--- config.mk ---
export PLATFORM = sky130hd
export DESIGN_NAME = rom_scan_reader
export DESIGN_NICKNAME = d
export VERILOG_FILES = /design/src/rtl/rom_scan_reader.sv
export SDC_FILE = /design/constraint.sdc
export NUM_CORES = 1
export LEC_CHECK = 0
export CAP_MARGIN = 10
export CORE_ASPECT_RATIO = 0.7
export CORE_MARGIN = 2
export CORE_UTILIZATION = 65
export DETAILED_ROUTE_END_ITERATION = 16
export DONT_BUFFER_PORTS = 1
export PLACE_DENSITY = 0.84
export SYNTH_ARGS = -nofsm -noshare
export SYNTH_HDL_FRONTEND = slang
export SYNTH_SLANG_ARGS = --single-unit
--- constraint.sdc ---
create_clock -name clk -period 4.01 [get_ports clk]
set_input_delay 0.6015 -clock clk [delete_from_list [all_inputs] [get_ports clk]]
set_output_delay 0.6015 -clock clk [all_outputs]
set_load 0.05 [all_outputs]
--- src/rtl/rom_scan_reader.sv ---
// rom_scan_reader
//   Drives the 8x8 model ROM (addr/rd_en/cs -> data_out) to read a run of
//   consecutive words starting at a base address. The address wraps modulo
//   2**ADDR_W. Each word is offered on a valid/ready stream, and the bench
//   or consumer sees a running checksum of the accepted words.
//
// Ports
//   clk        rising-edge clock
//   rst_n      synchronous active-low reset
//   start      scan request, honoured only while idle
//   base_addr  first ROM address, captured with start
//   count      number of words (0..2**ADDR_W), captured with start
//   rom_addr   registered ROM address
//   rom_rd_en  registered ROM read enable
//   rom_cs     registered ROM chip select
//   rom_data   ROM data_out (combinational from rom_addr)
//   out_data   captured word
//   out_valid  out_data valid
//   out_ready  consumer ready; transfer on out_valid && out_ready
//   out_last   marks the final word of the scan
//   busy       high whenever a scan is in progress (any non-idle state)
//   done       one-cycle pulse when the scan completes
//   checksum   sum of accepted words, held until the next start
module rom_scan_reader #(
  parameter int ADDR_W = 3,
  parameter int DATA_W = 8
) (
  input  logic                     clk,
  input  logic                     rst_n,
  input  logic                     start,
  input  logic [ADDR_W-1:0]        base_addr,
  input  logic [ADDR_W:0]          count,
  output logic [ADDR_W-1:0]        rom_addr,
  output logic                     rom_rd_en,
  output logic                     rom_cs,
  input  logic [DATA_W-1:0]        rom_data,
  output logic [DATA_W-1:0]        out_data,
  output logic                     out_valid,
  input  logic                     out_ready,
  output logic                     out_last,
  output logic                     busy,
  output logic                     done,
  output logic [DATA_W+ADDR_W-1:0] checksum
);

  typedef enum logic [1:0] {
    S_IDLE = 2'd0,
    S_READ = 2'd1,
    S_SEND = 2'd2,
    S_DONE = 2'd3
  } state_t;

  localparam logic [ADDR_W-1:0] ADDR_ONE = ADDR_W'(1);
  localparam logic [ADDR_W:0]   REM_ONE  = (ADDR_W+1)'(1);

  state_t                     r_state;
  state_t                     w_state_nxt;
  logic [ADDR_W-1:0]          r_cur;
  logic [ADDR_W:0]            r_rem;
  logic [DATA_W-1:0]          r_out_data;
  logic                       r_out_valid;
  logic                       r_rom_en;
  logic [DATA_W+ADDR_W-1:0]   r_sum;
  logic                       w_hs;
  logic                       w_last_word;

  assign w_hs        = (r_state == S_SEND) && out_ready;
  assign w_last_word = (r_rem == REM_ONE);

  // State register
  always_ff @(posedge clk) begin
    if (!rst_n) begin
      r_state <= S_IDLE;
    end else begin
      r_state <= w_state_nxt;
    end
  end

  // Next-state logic
  always_comb begin
    w_state_nxt = r_state;
    case (r_state)
      S_IDLE: begin
        if (start) begin
          w_state_nxt = (count != '0) ? S_READ : S_DONE;
        end
      end
      S_READ: w_state_nxt = S_SEND;
      S_SEND: begin
        if (w_hs) begin
          w_state_nxt = w_last_word ? S_DONE : S_READ;
        end
      end
      S_DONE:  w_state_nxt = S_IDLE;
      default: w_state_nxt = S_IDLE;
    endcase
  end

  // Address, ROM strobes, output word and checksum.
  // The ROM strobes are set on the edge that enters READ, so the ROM sees
  // a stable address for the whole READ cycle and the word is captured on
  // the edge that leaves it.
  always_ff @(posedge clk) begin
    if (!rst_n) begin
      r_cur       <= '0;
      r_rem       <= '0;
      r_out_data  <= '0;
      r_out_valid <= 1'b0;
      r_rom_en    <= 1'b0;
      r_sum       <= '0;
    end else begin
      case (r_state)
        S_IDLE: begin
          if (start) begin
            r_sum <= '0;
            if (count != '0) begin
              r_cur    <= base_addr;
              r_rem    <= count;
              r_rom_en <= 1'b1;
            end
          end
        end
        S_READ: begin
          r_out_data  <= rom_data;
          r_out_valid <= 1'b1;
          r_rom_en    <= 1'b0;
        end
        S_SEND: begin
          if (w_hs) begin
            r_sum       <= r_sum + {{ADDR_W{1'b0}}, r_out_data};
            r_rem       <= r_rem - REM_ONE;
            r_cur       <= r_cur + ADDR_ONE;
            r_out_valid <= 1'b0;
            // Re-arm the ROM for the next word unless this was the last one.
            r_rom_en    <= !w_last_word;
          end
        end
        default: ;
      endcase
    end
  end

  assign rom_addr  = r_cur;
  assign rom_rd_en = r_rom_en;
  assign rom_cs    = r_rom_en;
  assign out_data  = r_out_data;
  assign out_valid = r_out_valid;
  assign out_last  = r_out_valid && w_last_word;
  assign busy      = (r_state != S_IDLE);
  assign done      = (r_state == S_DONE);
  assign checksum  = r_sum;

endmodule

# Word level (Yosys, flattened, before mapping)
# Cells that the tools add are included.
[classes]
addsub = 3
eq_ne = 7
n_mux = 22
reduce_logical = 14
[op_table]
columns = ["cell", "n"]
rows = [
  ["two-way mux 11 bit", 2],
  ["one-hot mux 11 bit (2 select lines)", 1],
  ["two-way mux 4 bit", 3],
  ["adder 11 x 8 -> 11 bit", 1],
  ["two-way mux 3 bit", 3],
  ["two-way mux 2 bit", 4],
  ["one-hot mux 2 bit (4 select lines)", 1],
  ["one-hot mux 4 bit (2 select lines)", 1],
  ["AND reduction 4 bit", 2],
  ["inequality test 2 bit, second input constant", 3],
  ["one-hot mux 3 bit (2 select lines)", 1],
  ["nonzero test 2 bit", 3],
  ["== test 2 bit, second input constant", 2],
  ["== test 4 x 1 -> 1 bit, second input constant", 1],
  ["two-way mux 1 bit", 4],
  ["AND reduction 2 bit", 2],
  ["nonzero test 4 bit", 1],
  ["subtractor 4 x 1 -> 4 bit, second input constant", 1],
  ["adder 3 x 1 -> 3 bit, second input constant", 1],
  ["one-hot mux 1 bit (3 select lines)", 1],
  ["AND reduction 3 bit", 1],
  ["nonzero test 3 bit", 1],
  ["== test 2 x 1 -> 1 bit, second input constant", 1],
  ["logical AND 1 bit", 2],
  ["other kinds (3)", 3],
]
[totals]
output_inout_bits = 28
regBits = 30
input_bits = 19
wordCells = 53

# Logic depth before layout (Yosys ltp)
# Gate-level depths: netlist (run 1).
[logic_depth]
word_depth = 4
depth_mapped = 8
depth_no_buf = 7

# Worst setup path before layout (run 1)
# OpenSTA, ideal clock, no wires.
[synth_path]
path_kind = "flip-flop to flip-flop"
startpoint = "register r_out_data[0], in the netlist out_data[0]"
endpoint = "register r_sum[10], in the netlist checksum[10]"
t_arrival_ps = 1995
path_slack_ps = 1891
stages_incl_launch_ff = 8
path_buffers = 0
period_less_slack_ps = 2119
setup_time_ps = 124
required_ps = 3886
path_cell_list = "dfxtp_1 > ha_1 > fa_1 > a211oi_1 > o21ai_0 > o2111ai_1 > xor2_1 > nor2_1"
[synth_via]
elab_chain_len = 3
[synth_lines]
columns = ["element", "line_no", "source"]
rows = [
  ["from (decl)", "60", "logic [DATA_W-1:0] r_out_data;"],
  ["from (signal assigned)", "124", "r_out_data <= rom_data;"],
  ["adder 11 x 8 -> 11 bit", "130", "r_sum <= r_sum + {{ADDR_W{1'b0}}, r_out_data};"],
  ["two-way mux 11 bit", "129", "if (w_hs) begin"],
  ["one-hot mux 11 bit (2 select lines)", "112", "case (r_state)"],
  ["to (signal assigned)", "130", ""],
  ["to (decl)", "63", "logic [DATA_W+ADDR_W-1:0] r_sum;"],
]
# Every way passes these cells. The select of a mux whose other input is x is not followed.
# A chain may end at the register's enable or synchronous reset.

# Worst setup path in the final report (run 1)
[layout_path]
startpoint = "register r_state[0]"
endpoint = "register r_rem[0]"
[layout_via]
elab_chain_len = 4
elab_cells_between_ends = 9
classes_between = "eq/ne (4); mux (1); reduce/logical (4)"
[layout_lines]
columns = ["element", "line_no", "source"]
rows = [
  ["from (decl)", "56", "state_t r_state;"],
  ["from (signal assigned)", "75", "r_state <= w_state_nxt;"],
  ["== test 2 bit", "67, 112", ""],
  ["logical AND 1 bit", "67", "assign w_hs = (r_state == S_SEND) && out_ready;"],
  ["inequality test 2 bit (no source line)", "n/a", ""],
  ["AND reduction 4 bit (no source line)", "n/a", ""],
  ["to (signal assigned)", "118", "r_rem <= count;"],
  ["to (signal assigned)", "131", "r_rem <= r_rem - REM_ONE;"],
  ["to (decl)", "59", "logic [ADDR_W:0] r_rem;"],
]
# Several ways; a longest one is shown, not always the timed one.

==> results of run 1 <==
[flip-flops by register name, indices dropped and copies added, names as in the netlist]
signal,cells
rom_addr,3
out_valid,1
r_rem,4
r_state,2
out_data,8
rom_cs,1
checksum,11
[cells in the final DEF (no fill, tap or decap), drive strengths merged, types with 2 or more instances in the layout]
master   netlist  final
a311oi         2      2
mux2i         13     13
a21o           2      2
nand2         10     10
ha            16     16
or2            3      3
a21oi         11     11
nand3          9      9
xnor2          3      3
o21ai         11     11
dfxtp         30     30
o2bb2ai        2      2
clkbuf         6      6
nor2          13     13
o211ai         4      4
a31o           3      3
and3           3      3
nor2b         13     13
inv            8      8
a22oi          4      4
nand4          3      3
a211oi         2      2
xor2           4      4
[cell families after synthesis]
logic type      share of synthesized area (%)
mux                                      7.99
flops                                    33.9
fa+ha+maj                                12.4
compound gates                           20.7
xor+xnor                                 3.47
simple gates                             16.9
buf+inv                                  4.53
[path summary, 6_finish.rpt]
check	from	end	slack, ns
worst min register to register	r_state[1]	r_state[1]	0.53
worst max-delay path	r_state[0]	r_rem[0]	1.61
worst max register to register	r_state[0]	r_rem[0]	1.61
worst min-delay path	rst_n	r_state[0]	0.44
[per-stage QoR]
step	instance area (um2)	instances	worst slack [ns]	power [mW]	hold WS (ns)
after detailed placement	1760	220	1.68	1.18	0.523
after global placement	1760	220	1.79	1.14	0.507
after global routing	1840	226	1.40	1.49	0.439
after floorplan	1770	195	1.89	1.10	0.481
after CTS	1840	226	1.66	1.41	0.444
final	1840	226	1.61	1.41	0.443
[per-layer routing]
layer,vias up,GRT usage [%]
li1,708,-
met1,683,33.8
met2,45,40.4
met3,8,9.65
met4,0,11.4
met5,-,0
[critical path: cells and delay by family (launching register included)]
family                   cells  cell delay [ns]
flip-flops                   1             0.33
AO/OA/AOI/OAI                3             1.01
buffers and inverters        1             0.13
adder cells (fa/ha/maj)      1             0.60
multiplexers                 1             0.25
[layout make-up]
cell class	count	area [um2]	share of cell area [%]
clock buffer	6	82.6	4.48
multi-input combinational	148	1090	59.0
tap	34	42.5	2.31
inverter	8	30.0	1.63
sequential	30	601	32.6
[power groups by stage]
stage / registers [mW] / clock network (mW) / logic [mW]
floorplan: 0.587 / 0 / 0.509
global placement: 0.620 / 0 / 0.521
global route: 0.630 / 0.250 / 0.613
CTS: 0.620 / 0.241 / 0.553
finish: 0.620 / 0.237 / 0.557
detailed placement: 0.626 / 0 / 0.550
==> impl_summary.log, run 1 <==
[metrics] final RePlAce weighted congestion: 0.820
[metrics] number of ports placed on the die boundary: 47
[metrics] vias post-DR: 1444
[metrics] clock latency reported for the late side of the worst-skew pair: 0.28 ns
[metrics] number of diodes added for antenna fixing: 0
[metrics] number of buffers inserted by port buffering: 0
[metrics] initial core utilization: 70.3%
[metrics] post-CTS setup buffers: 0
[metrics] met2 routed WL: 1.68 mm
[metrics] Worst Hold Depth: 1
[metrics] Layout Area Growth over Synthesis: 4.24%
[metrics] switching component of the power: 697 uW
[metrics] commonest cells in the synthesized netlist: 30 x sky130_fd_sc_hd__dfxtp_1, 16 x sky130_fd_sc_hd__ha_1, 13 x sky130_fd_sc_hd__mux2i_1, 13 x sky130_fd_sc_hd__nor2_1, 13 x sky130_fd_sc_hd__nor2b_1
[metrics] antenna violations before repair: 0
[metrics] number of cells upsized or downsized after cts: 0
[metrics] number of maximum-capacitance violations: 0
[metrics] buffer depth of the longest clock path: 2
[metrics] mapped cell area: 1770 um2
[metrics] cells traversed along the worst timing path: inv_1 -> ha_1 -> mux2i_1 -> a21oi_2 -> o21ai_0 -> a221oi_2
[metrics] net count of the finished layout: 229
[metrics] combinational power share: 39.4%
[metrics] register bit total from synthesis: 30
[metrics] Leak Pwr: 0.771 nW
[metrics] instance count of the mapped netlist: 195
[metrics] final design utilization: 73.3%
[metrics] clock transition at the registers of the reported paths: 0.06 ns
[metrics] CTS Sinks: 30
[metrics] status: complete, no violations
[metrics] dominant cells by area after synthesis: sky130_fd_sc_hd__dfxtp_1 34%, sky130_fd_sc_hd__ha_1 11%, sky130_fd_sc_hd__mux2i_1 7.4%
[metrics] Crit path arrival time: 2.60 ns
[metrics] clock share of power: 16.8%
[metrics] post-layout min period: 2.40 ns
[metrics] number of enable-type register cells in the synthesized netlist: 0
[metrics] switching part of the total: 49.3%
[metrics] half-perimeter wire length after detailed placement: 2.88 mm
[metrics] number of optimization iterations in the first detailed-route pass: 4
[metrics] number of design rule violations left after detail routing: 0
[metrics] global route total overflow: 0
[metrics] Hold Buf Count CTS: 0
[metrics] Wirelength per Cell: 17.2 um
[metrics] peak fanout along the critical path: 18
[metrics] max layer used: met4
[metrics] Post-Synthesis Mean Instance Area: 9.07 um2
[metrics] Final Hold Vio Count: 0
[metrics] floorplan core area: 2510 um2
[metrics] Crit. End Element: flop
[metrics] die boundary height: 47.7 um
[metrics] count of final setup violators: 0
[metrics] Worst VDD drop: 506 uV
[metrics] most instantiated flip-flop cell in the synthesis netlist: sky130_fd_sc_hd__dfxtp_1
[metrics] Slowest cell on crit path: sky130_fd_sc_hd__ha_1
[metrics] Final Routed Wirelength: 3.89 mm
[metrics] floorplan die width: 66.4 um
[metrics] mean number of vias per cell: 6.39
[metrics] met3 wire length: 301 um
[metrics] count of pins over their slew limit: 0
[metrics] most frequent cell after synthesis: sky130_fd_sc_hd__dfxtp_1
[metrics] wire length of the first global-routing pass: 5.92 mm
[metrics] Clock Skews: 0.00572 ns
[metrics] number of buffers created by CTS: 5
[metrics] path type of the worst setup path: reg -> reg
[metrics] CTS tree: yes
[metrics] number of levels in the clock H-tree: 2
[metrics] cell type contributing the most total cell area after synthesis: sky130_fd_sc_hd__dfxtp_1
[metrics] register share of total power: 43.9%
[metrics] Internal Dissipation: 716 uW
[metrics] delay of the slowest critical-path stage: 0.60 ns
[metrics] R2R cell count: 6
[metrics] library cell used as clock root buffer: sky130_fd_sc_hd__clkbuf_8
[metrics] initial detailed-routing violation count: 71
[metrics] count of antenna-violating nets left after detailed routing: 0
[metrics] register area share after synthesis: 33.9%
[metrics] worst hold-check path type: in -> reg
[metrics] part of the cycle the worst path needs: 59.8%
[metrics] warning count from the yosys run: 0
[metrics] RSZ-0062 raised after global routing: false
[metrics] syn nets: 231
[metrics] worst slew margin relative to its limit: 35.7%
[metrics] power density over the cells: 766 nW/um2
[metrics] GRT Overall Usage: 26.2%
[metrics] required time at the worst-slack endpoint: 4.21 ns
[metrics] routed length on met1: 1.84 mm
[metrics] pin count of the biggest net entering global routing: 31
[metrics] FMAX: 417 MHz
[metrics] top-area cell type share of the netlist area: 33.9%
[metrics] distinct cell type count after synthesis: 44
[metrics] Total Neg Setup Slack: 0 ns
[metrics] proportion of layout cells with a drive suffix above 1: 8.33%
[metrics] actual slew at the worst max-slew pin: 0.963 ns
[metrics] standard-cell rows: 15
[metrics] area of the die: 3160 um2
[metrics] fraction of registers with async set or reset after synthesis: 0%
[metrics] vias in the first global route: 1222
[metrics] count of filler cells inserted in the layout: 200
[metrics] element type at the critical path start: flop
No activity file was read; power rests on OpenSTA's default activity.
==> run 2: changes to the inputs <==
CORE_UTILIZATION = 62   (was 65)
PLACE_DENSITY = 0.81   (was 0.84)
clock period = 2.45 ns   (was 4.01 ns; I/O delays follow)
==> impl_summary.log, run 2 (synthesized netlist as in run 1, its figures left out) <==
[metrics] global route total overflow: 0 (unchanged)
[metrics] Wirelength per Cell: 16.7 um (-2.7%)
[metrics] vias post-DR: 1559 (+8.0%)
[metrics] number of design rule violations left after detail routing: 0 (unchanged)
[metrics] part of the cycle the worst path needs: 84.2% (+24 points)
[metrics] actual slew at the worst max-slew pin: 0.627 ns (-0.336 ns)
[metrics] library cell used as clock root buffer: sky130_fd_sc_hd__clkbuf_8
[metrics] R2R cell count: 6 (unchanged)
[metrics] RSZ-0062 raised after global routing: false
[metrics] Worst VDD drop: 748 uV (+48%)
[metrics] number of ports placed on the die boundary: 47 (unchanged)
[metrics] Worst Hold Depth: 1 (unchanged)
[metrics] FMAX: 484 MHz (+16%)
[metrics] number of optimization iterations in the first detailed-route pass: 5 (+1)
[metrics] Crit. End Element: flop
[metrics] floorplan core area: 2760 um2 (+9.9%)
[metrics] Final Routed Wirelength: 4.22 mm (+8.5%)
[metrics] Layout Area Growth over Synthesis: 14.2%
[metrics] status: complete, no violations
[metrics] mean number of vias per cell: 6.19 (-3.2%)
[metrics] Leak Pwr: 0.893 nW (+16%)
[metrics] number of buffers inserted by port buffering: 0 (unchanged)
[metrics] half-perimeter wire length after detailed placement: 3.11 mm (+7.9%)
[metrics] net count of the finished layout: 251 (+9.6%)
[metrics] met3 usage: 12.8% (+3.1 points)
[metrics] peak fanout along the critical path: 13 (-5)
[metrics] wire length of the first global-routing pass: 6.81 mm (+15%)
[metrics] buffer depth of the longest clock path: 2 (unchanged)
[metrics] worst hold-check path type: in -> reg
[metrics] CTS Sinks: 30 (unchanged)
[metrics] pin count of the biggest net entering global routing: 31 (unchanged)
[metrics] number of levels in the clock H-tree: 2 (unchanged)
[metrics] clock latency reported for the late side of the worst-skew pair: 0.29 ns (about the same)
[metrics] count of final setup violators: 0 (unchanged)
[metrics] global routing usage on met2: 42.2% (+1.8 points)
[metrics] max reg flops: 11 (unchanged)
[metrics] die boundary height: 48.7 um (+2.2%)
[metrics] Storage cell area: 601 um2 (unchanged)
[metrics] post-layout min period: 2.06 ns (-0.334 ns)
[metrics] most common library cell in the layout ignoring fill and taps: sky130_fd_sc_hd__dfxtp_1
[metrics] element type at the critical path start: flop
[metrics] standard-cell rows: 16 (+1)
[metrics] vias in the first global route: 1504 (+23%)
[metrics] number of cells upsized or downsized after cts: 0 (unchanged)
[metrics] initial core utilization: 64.0% (-6.3 points)
[metrics] design area: 2020 um2 (+9.6%)
[metrics] Total Neg Setup Slack: 0 ns (unchanged)
[metrics] number of diodes added for antenna fixing: 0 (unchanged)
[metrics] antenna violations before repair: 0 (unchanged)
[metrics] Hold Buf Count CTS: 0 (unchanged)
[metrics] floorplan die width: 67.8 um (+2.2%)
[metrics] count of filler cells inserted in the layout: 211 (+5.5%)
[metrics] area of the die: 3300 um2 (+4.5%)
[metrics] post-CTS setup buffers: 0 (unchanged)
[metrics] power density over the cells: 1230 nW/um2 (+60%)
[metrics] Crit path arrival time: 2.27 ns (-0.33 ns)
[metrics] Clock Skews: 0.00716 ns (+0.00144 ns)
[metrics] CTS tree: yes
[metrics] GRT Overall Usage: 28.3% (+2.1 points)
[metrics] GR peak layer: met2
[metrics] path type of the worst setup path: reg -> reg
[metrics] most frequent cells in the layout: 30 x sky130_fd_sc_hd__dfxtp_1, 22 x sky130_fd_sc_hd__buf_4, 16 x sky130_fd_sc_hd__ha_1
[metrics] final design utilization: 73.1% (-0.19 points)
[metrics] count of antenna-violating nets left after detailed routing: 0 (unchanged)
[metrics] met1 Track Usage GR: 34.3% (+0.50 points)
[metrics] combined area of the multi-input logic cells: 1090 um2 (unchanged)
[metrics] clock transition at the registers of the reported paths: 0.07 ns (about the same)
[metrics] count of pins over their slew limit: 0 (unchanged)
[metrics] required time at the worst-slack endpoint: 2.65 ns (-1.56 ns)
[metrics] number of maximum-capacitance violations: 0 (unchanged)
[metrics] number of buffers created by CTS: 5 (unchanged)
[metrics] placed cell areas: 1930 um2 (+9.5%)
[metrics] initial detailed-routing violation count: 133 (+87%)
[metrics] Final Hold Vio Count: 0 (unchanged)
[metrics] proportion of layout cells with a drive suffix above 1: 18.1% (+9.7 points)
[metrics] final RePlAce weighted congestion: 0.923 (+13%)
[metrics] worst slew margin relative to its limit: 58.2% (+22 points)
[run 2: cell type report]
| cell class | count | area share [%] |
|---|---|---|
| multi-input combinational | 148 | 53.9 |
| sequential | 30 | 29.7 |
| timing repair buffer | 22 | 8.17 |
| clock buffer | 7 | 4.27 |
| tap | 36 | 2.23 |
| inverter | 8 | 1.49 |
| clock inverter | 1 | 0.248 |
[run 2: metal layers]
layer  up-vias  share of wire, %
met1       721                45
met2        70                43
met5         -                 0
met4         0               3.0
li1        749                 -
met3        19               9.7
[run 2: critical path, cell delays in order (launching register included)]
cell	delay [ns]
sky130_fd_sc_hd__dfxtp_1	0.35
sky130_fd_sc_hd__inv_1	0.11
sky130_fd_sc_hd__ha_1	0.28
sky130_fd_sc_hd__mux2i_1	0.16
sky130_fd_sc_hd__a21oi_2	0.50
sky130_fd_sc_hd__o21ai_0	0.25
sky130_fd_sc_hd__a221oi_2	0.31
[run 2: report_power, final]
part           total, mW  internal [mW]  leakage (nW)  switching, mW
registers          0.787          0.608         0.245          0.178
clock network      0.420          0.226        0.0482          0.194
logic               1.27          0.447         0.600          0.825
[run 2: stage by stage]
stage,worst slack (ns),hold slack (ns),cells,power [mW]
after floorplan,0.331,0.481,195,1.79
after CTS,0.405,0.203,252,2.47
after global routing,0.231,0.202,252,2.62
final,0.386,0.213,252,2.48
after global placement,0.512,0.503,244,1.98
after detailed placement,0.414,0.505,244,2.04
[run 2: worst paths after layout]
kind           endpoint       start  slack [ns]
max            r_rem[0]  r_state[1]        0.39
max reg2reg    r_rem[0]  r_state[1]        0.39
min              rom_cs       rst_n        0.21
min reg2reg  r_state[1]  r_state[1]        0.54
==> run 3: changes to the inputs <==
ABC_AREA = 1   (was not set)
CORE_UTILIZATION = 63   (was 62)
PLACE_DENSITY = 0.82   (was 0.81)
clock period = 2.1 ns   (was 2.45 ns; I/O delays follow)
==> impl_summary.log, run 3 <==
[metrics] initial core utilization: 66.6% (+2.5 points)
[metrics] Pwr Total: 2.93 mW (+18%)
[metrics] initial detailed-routing violation count: 131 (-1.5%)
[metrics] clock latency reported for the late side of the worst-skew pair: 0.29 ns (about the same)
[metrics] Post-Synthesis Mean Instance Area: 6.83 um2 (-25%)
[metrics] number of buffers inserted by port buffering: 0 (unchanged)
[metrics] net count of the finished layout: 336 (+34%)
[metrics] area of the die: 3420 um2 (+3.5%)
[metrics] clock share of power: 16.5% (-0.4 points)
[metrics] count of final setup violators: 0 (unchanged)
[metrics] Hold Buf Count CTS: 0 (unchanged)
[metrics] Layout Area Growth over Synthesis: 15.5%
[metrics] number of design rule violations left after detail routing: 0 (unchanged)
[metrics] most common library cell in the layout ignoring fill and taps: sky130_fd_sc_hd__nand2_1
[metrics] register bit total from synthesis: 30 (unchanged)
[metrics] CTS tree: yes
[metrics] proportion of layout cells with a drive suffix above 1: 16.6% (-1.4 points)
[metrics] actual slew at the worst max-slew pin: 0.568 ns (-0.0591 ns)
[metrics] distinct cell type count after synthesis: 32 (-27%)
[metrics] most frequent cells in the layout: 61 x sky130_fd_sc_hd__nand2_1, 40 x sky130_fd_sc_hd__nor2_1, 30 x sky130_fd_sc_hd__dfxtp_1, 28 x sky130_fd_sc_hd__inv_1, 26 x sky130_fd_sc_hd__buf_4
[metrics] worst slew margin relative to its limit: 62.1% (+3.9 points)
[metrics] path type of the worst setup path: reg -> reg
[metrics] post-layout min period: 1.77 ns (-0.294 ns)
[metrics] number of ports placed on the die boundary: 47 (unchanged)
[metrics] global route total overflow: 0 (unchanged)
[metrics] part of the cycle the worst path needs: 84.3% (about the same)
[metrics] design area: 2150 um2 (+6.6%)
[metrics] switching component of the power: 1.47 mW (+23%)
[metrics] buffer depth of the longest clock path: 2 (unchanged)
[metrics] library cell used as clock root buffer: sky130_fd_sc_hd__clkbuf_8
[metrics] max reg flops: 11 (unchanged)
[metrics] vias in the first global route: 1725 (+15%)
[metrics] number of buffers created by CTS: 5 (unchanged)
[metrics] Hold WS: 0.143 ns (-0.0700 ns)
[metrics] mean number of vias per cell: 5.40 (-13%)
[metrics] pin count of the biggest net entering global routing: 21 (-32%)
[metrics] GRT Overall Usage: 29.3% (+1.0 points)
[metrics] most instantiated flip-flop cell in the synthesis netlist: sky130_fd_sc_hd__dfxtp_1
[metrics] Crit path arrival time: 1.95 ns (-0.32 ns)
[metrics] count of antenna-violating nets left after detailed routing: 0 (unchanged)
[metrics] syn nets: 309 (+34%)
[metrics] register share of total power: 27.6% (-4.1 points)
[metrics] number of levels in the clock H-tree: 2 (unchanged)
[metrics] most frequent cell after synthesis: sky130_fd_sc_hd__nand2_1
[metrics] power density over the cells: 1360 nW/um2 (+11%)
[metrics] floorplan die width: 69.0 um (+1.8%)
[metrics] register area share after synthesis: 32.2% (-1.8 points)
[metrics] element type at the critical path start: flop
[metrics] Crit. End Element: flop
[metrics] clock transition at the registers of the reported paths: 0.06 ns (about the same)
[metrics] CTS Sinks: 30 (unchanged)
[metrics] RSZ-0062 raised after global routing: false
[metrics] Leak Pwr: 1.04 nW (+17%)
[metrics] commonest cells in the synthesized netlist: 61 x sky130_fd_sc_hd__nand2_1, 40 x sky130_fd_sc_hd__nor2_1, 30 x sky130_fd_sc_hd__dfxtp_1, 28 x sky130_fd_sc_hd__inv_1, 22 x sky130_fd_sc_hd__o21ai_0
[metrics] switching part of the total: 50.2% (+1.9 points)
[metrics] dominant cells by area after synthesis: sky130_fd_sc_hd__dfxtp_1 32%, sky130_fd_sc_hd__nand2_1 12%, sky130_fd_sc_hd__ha_1 11%
[metrics] floorplan core area: 2800 um2 (+1.4%)
[metrics] count of filler cells inserted in the layout: 223 (+5.7%)
[metrics] reg-to-reg slack, setup: 0.33 ns (-0.06 ns)
[metrics] Final Hold Vio Count: 0 (unchanged)
[metrics] Internal Dissipation: 1.46 mW (+14%)
[metrics] cell type contributing the most total cell area after synthesis: sky130_fd_sc_hd__dfxtp_1
[metrics] count of pins over their slew limit: 0 (unchanged)
[metrics] Clock Skews: 0.00259 ns (-0.00458 ns)
[metrics] fraction of registers with async set or reset after synthesis: 0% (unchanged)
[metrics] die boundary height: 49.5 um (+1.7%)
[metrics] Final Routed Wirelength: 4.58 mm (+8.6%)
[metrics] worst hold-check path type: in -> reg
[metrics] number of optimization iterations in the first detailed-route pass: 4 (-1)
[metrics] standard-cell rows: 16 (unchanged)
[metrics] vias post-DR: 1821 (+17%)
[metrics] final RePlAce weighted congestion: 0.906 (-1.8%)
[metrics] antenna violations before repair: 0 (unchanged)
[metrics] Total Neg Setup Slack: 0 ns (unchanged)
[metrics] half-perimeter wire length after detailed placement: 3.40 mm (+9.1%)
[metrics] placed cell areas: 2060 um2 (+6.9%)
[metrics] number of enable-type register cells in the synthesized netlist: 0 (unchanged)
[metrics] FMAX: 565 MHz (+17%)
[metrics] warning count from the yosys run: 0 (unchanged)
[metrics] combinational power share: 55.9% (+4.6 points)
[metrics] top-area cell type share of the netlist area: 32.2% (-1.8 points)
[metrics] Wirelength per Cell: 13.6 um (-19%)
[metrics] number of diodes added for antenna fixing: 0 (unchanged)
[metrics] mapped cell area: 1870 um2 (+5.4%)
[metrics] Worst VDD drop: 985 uV (+32%)
[metrics] number of cells upsized or downsized after cts: 0 (unchanged)
[metrics] instance count of the mapped netlist: 273 (+40%)
[metrics] required time at the worst-slack endpoint: 2.28 ns (-0.37 ns)
[metrics] wire length of the first global-routing pass: 7.89 mm (+16%)
[metrics] status: complete, no violations
[metrics] number of maximum-capacitance violations: 0 (unchanged)
[metrics] peak fanout along the critical path: 4 (-9)
[metrics] final design utilization: 76.9% (+3.7 points)
[metrics] post-CTS setup buffers: 0 (unchanged)
run 3: cell count changes in the layout (fill, tap and decap cells not counted), sizes merged, moves of 8 or more:
cell   change
nand2     +53
nor2      +30
inv       +24
o21ai     +17
mux2i     -13
nor2b     -13
a21oi      +9
nand3      +8
run 3: logic make-up after synthesis:
logic type,count (synthesis),synth area share (%)
AO/OA/AOI/OAI,53,16.0
XOR/XNOR,2,0.939
adder cells (fa/ha/maj),17,11.8
buffers and inverters,41,9.59
flip-flops,30,32.2
AND/OR/NAND/NOR,130,29.5
run 3: layer usage:
layer | vias to the layer above | share of wire [%] | global-route usage, %
met5 | - | 0 | 0
met3 | 10 | 9.2 | 10.8
met1 | 807 | 45 | 37.5
met4 | 0 | 1.8 | 9.48
met2 | 71 | 44 | 46.3
li1 | 933 | - | -
run 3: final timing paths:
check / from / depth (start not counted) / to
max: out_data[0] / 8 / checksum[10]
min: rst_n / 2 / rom_addr[0]
max reg2reg: out_data[0] / 8 / checksum[10]
min reg2reg: r_rem[2] / 2 / r_rem[2]
run 3: cell type report:
class / count / area (um2) / area share (%)
Timing Repair Buffer: 26 / 195 / 9.06
Inverter: 35 / 136 / 6.33
Clock inverter: 1 / 5.00 / 0.232
Multi-Input combinational cell: 202 / 1090 / 50.4
Clock buffer: 7 / 86.3 / 4.01
Sequential cell: 30 / 601 / 27.9
Tap cell: 36 / 45.0 / 2.09
run 3: metrics by stage:
stage	worst slack (ns)	instances
2_1_floorplan	0.267	273
3_3_place_gp	0.438	329
3_5_place_dp	0.392	329
4_1_cts	0.350	337
5_1_grt	0.168	337
6_report	0.329	337
run 3: critical path: stages (launching register included):
cell and delay, ns:
sky130_fd_sc_hd__dfxtp_1 0.31, sky130_fd_sc_hd__ha_1 0.24, sky130_fd_sc_hd__fa_1 0.39, sky130_fd_sc_hd__nand2_1 0.11, sky130_fd_sc_hd__nor2_1 0.07, sky130_fd_sc_hd__o21ai_0 0.15, sky130_fd_sc_hd__nand2_1 0.14, sky130_fd_sc_hd__a21oi_1 0.19
sky130_fd_sc_hd__nor2_1 0.06
run 3: power by group through the flow:
stage | Combinational [mW] | Sequential [mW] | Clock [mW]
2_1_floorplan | 0.897 | 1.18 | 0
3_3_place_gp | 1.58 | 0.815 | 0
3_5_place_dp | 1.62 | 0.818 | 0
4_1_cts | 1.63 | 0.809 | 0.481
5_1_grt | 1.79 | 0.822 | 0.520
6_report | 1.64 | 0.809 | 0.483
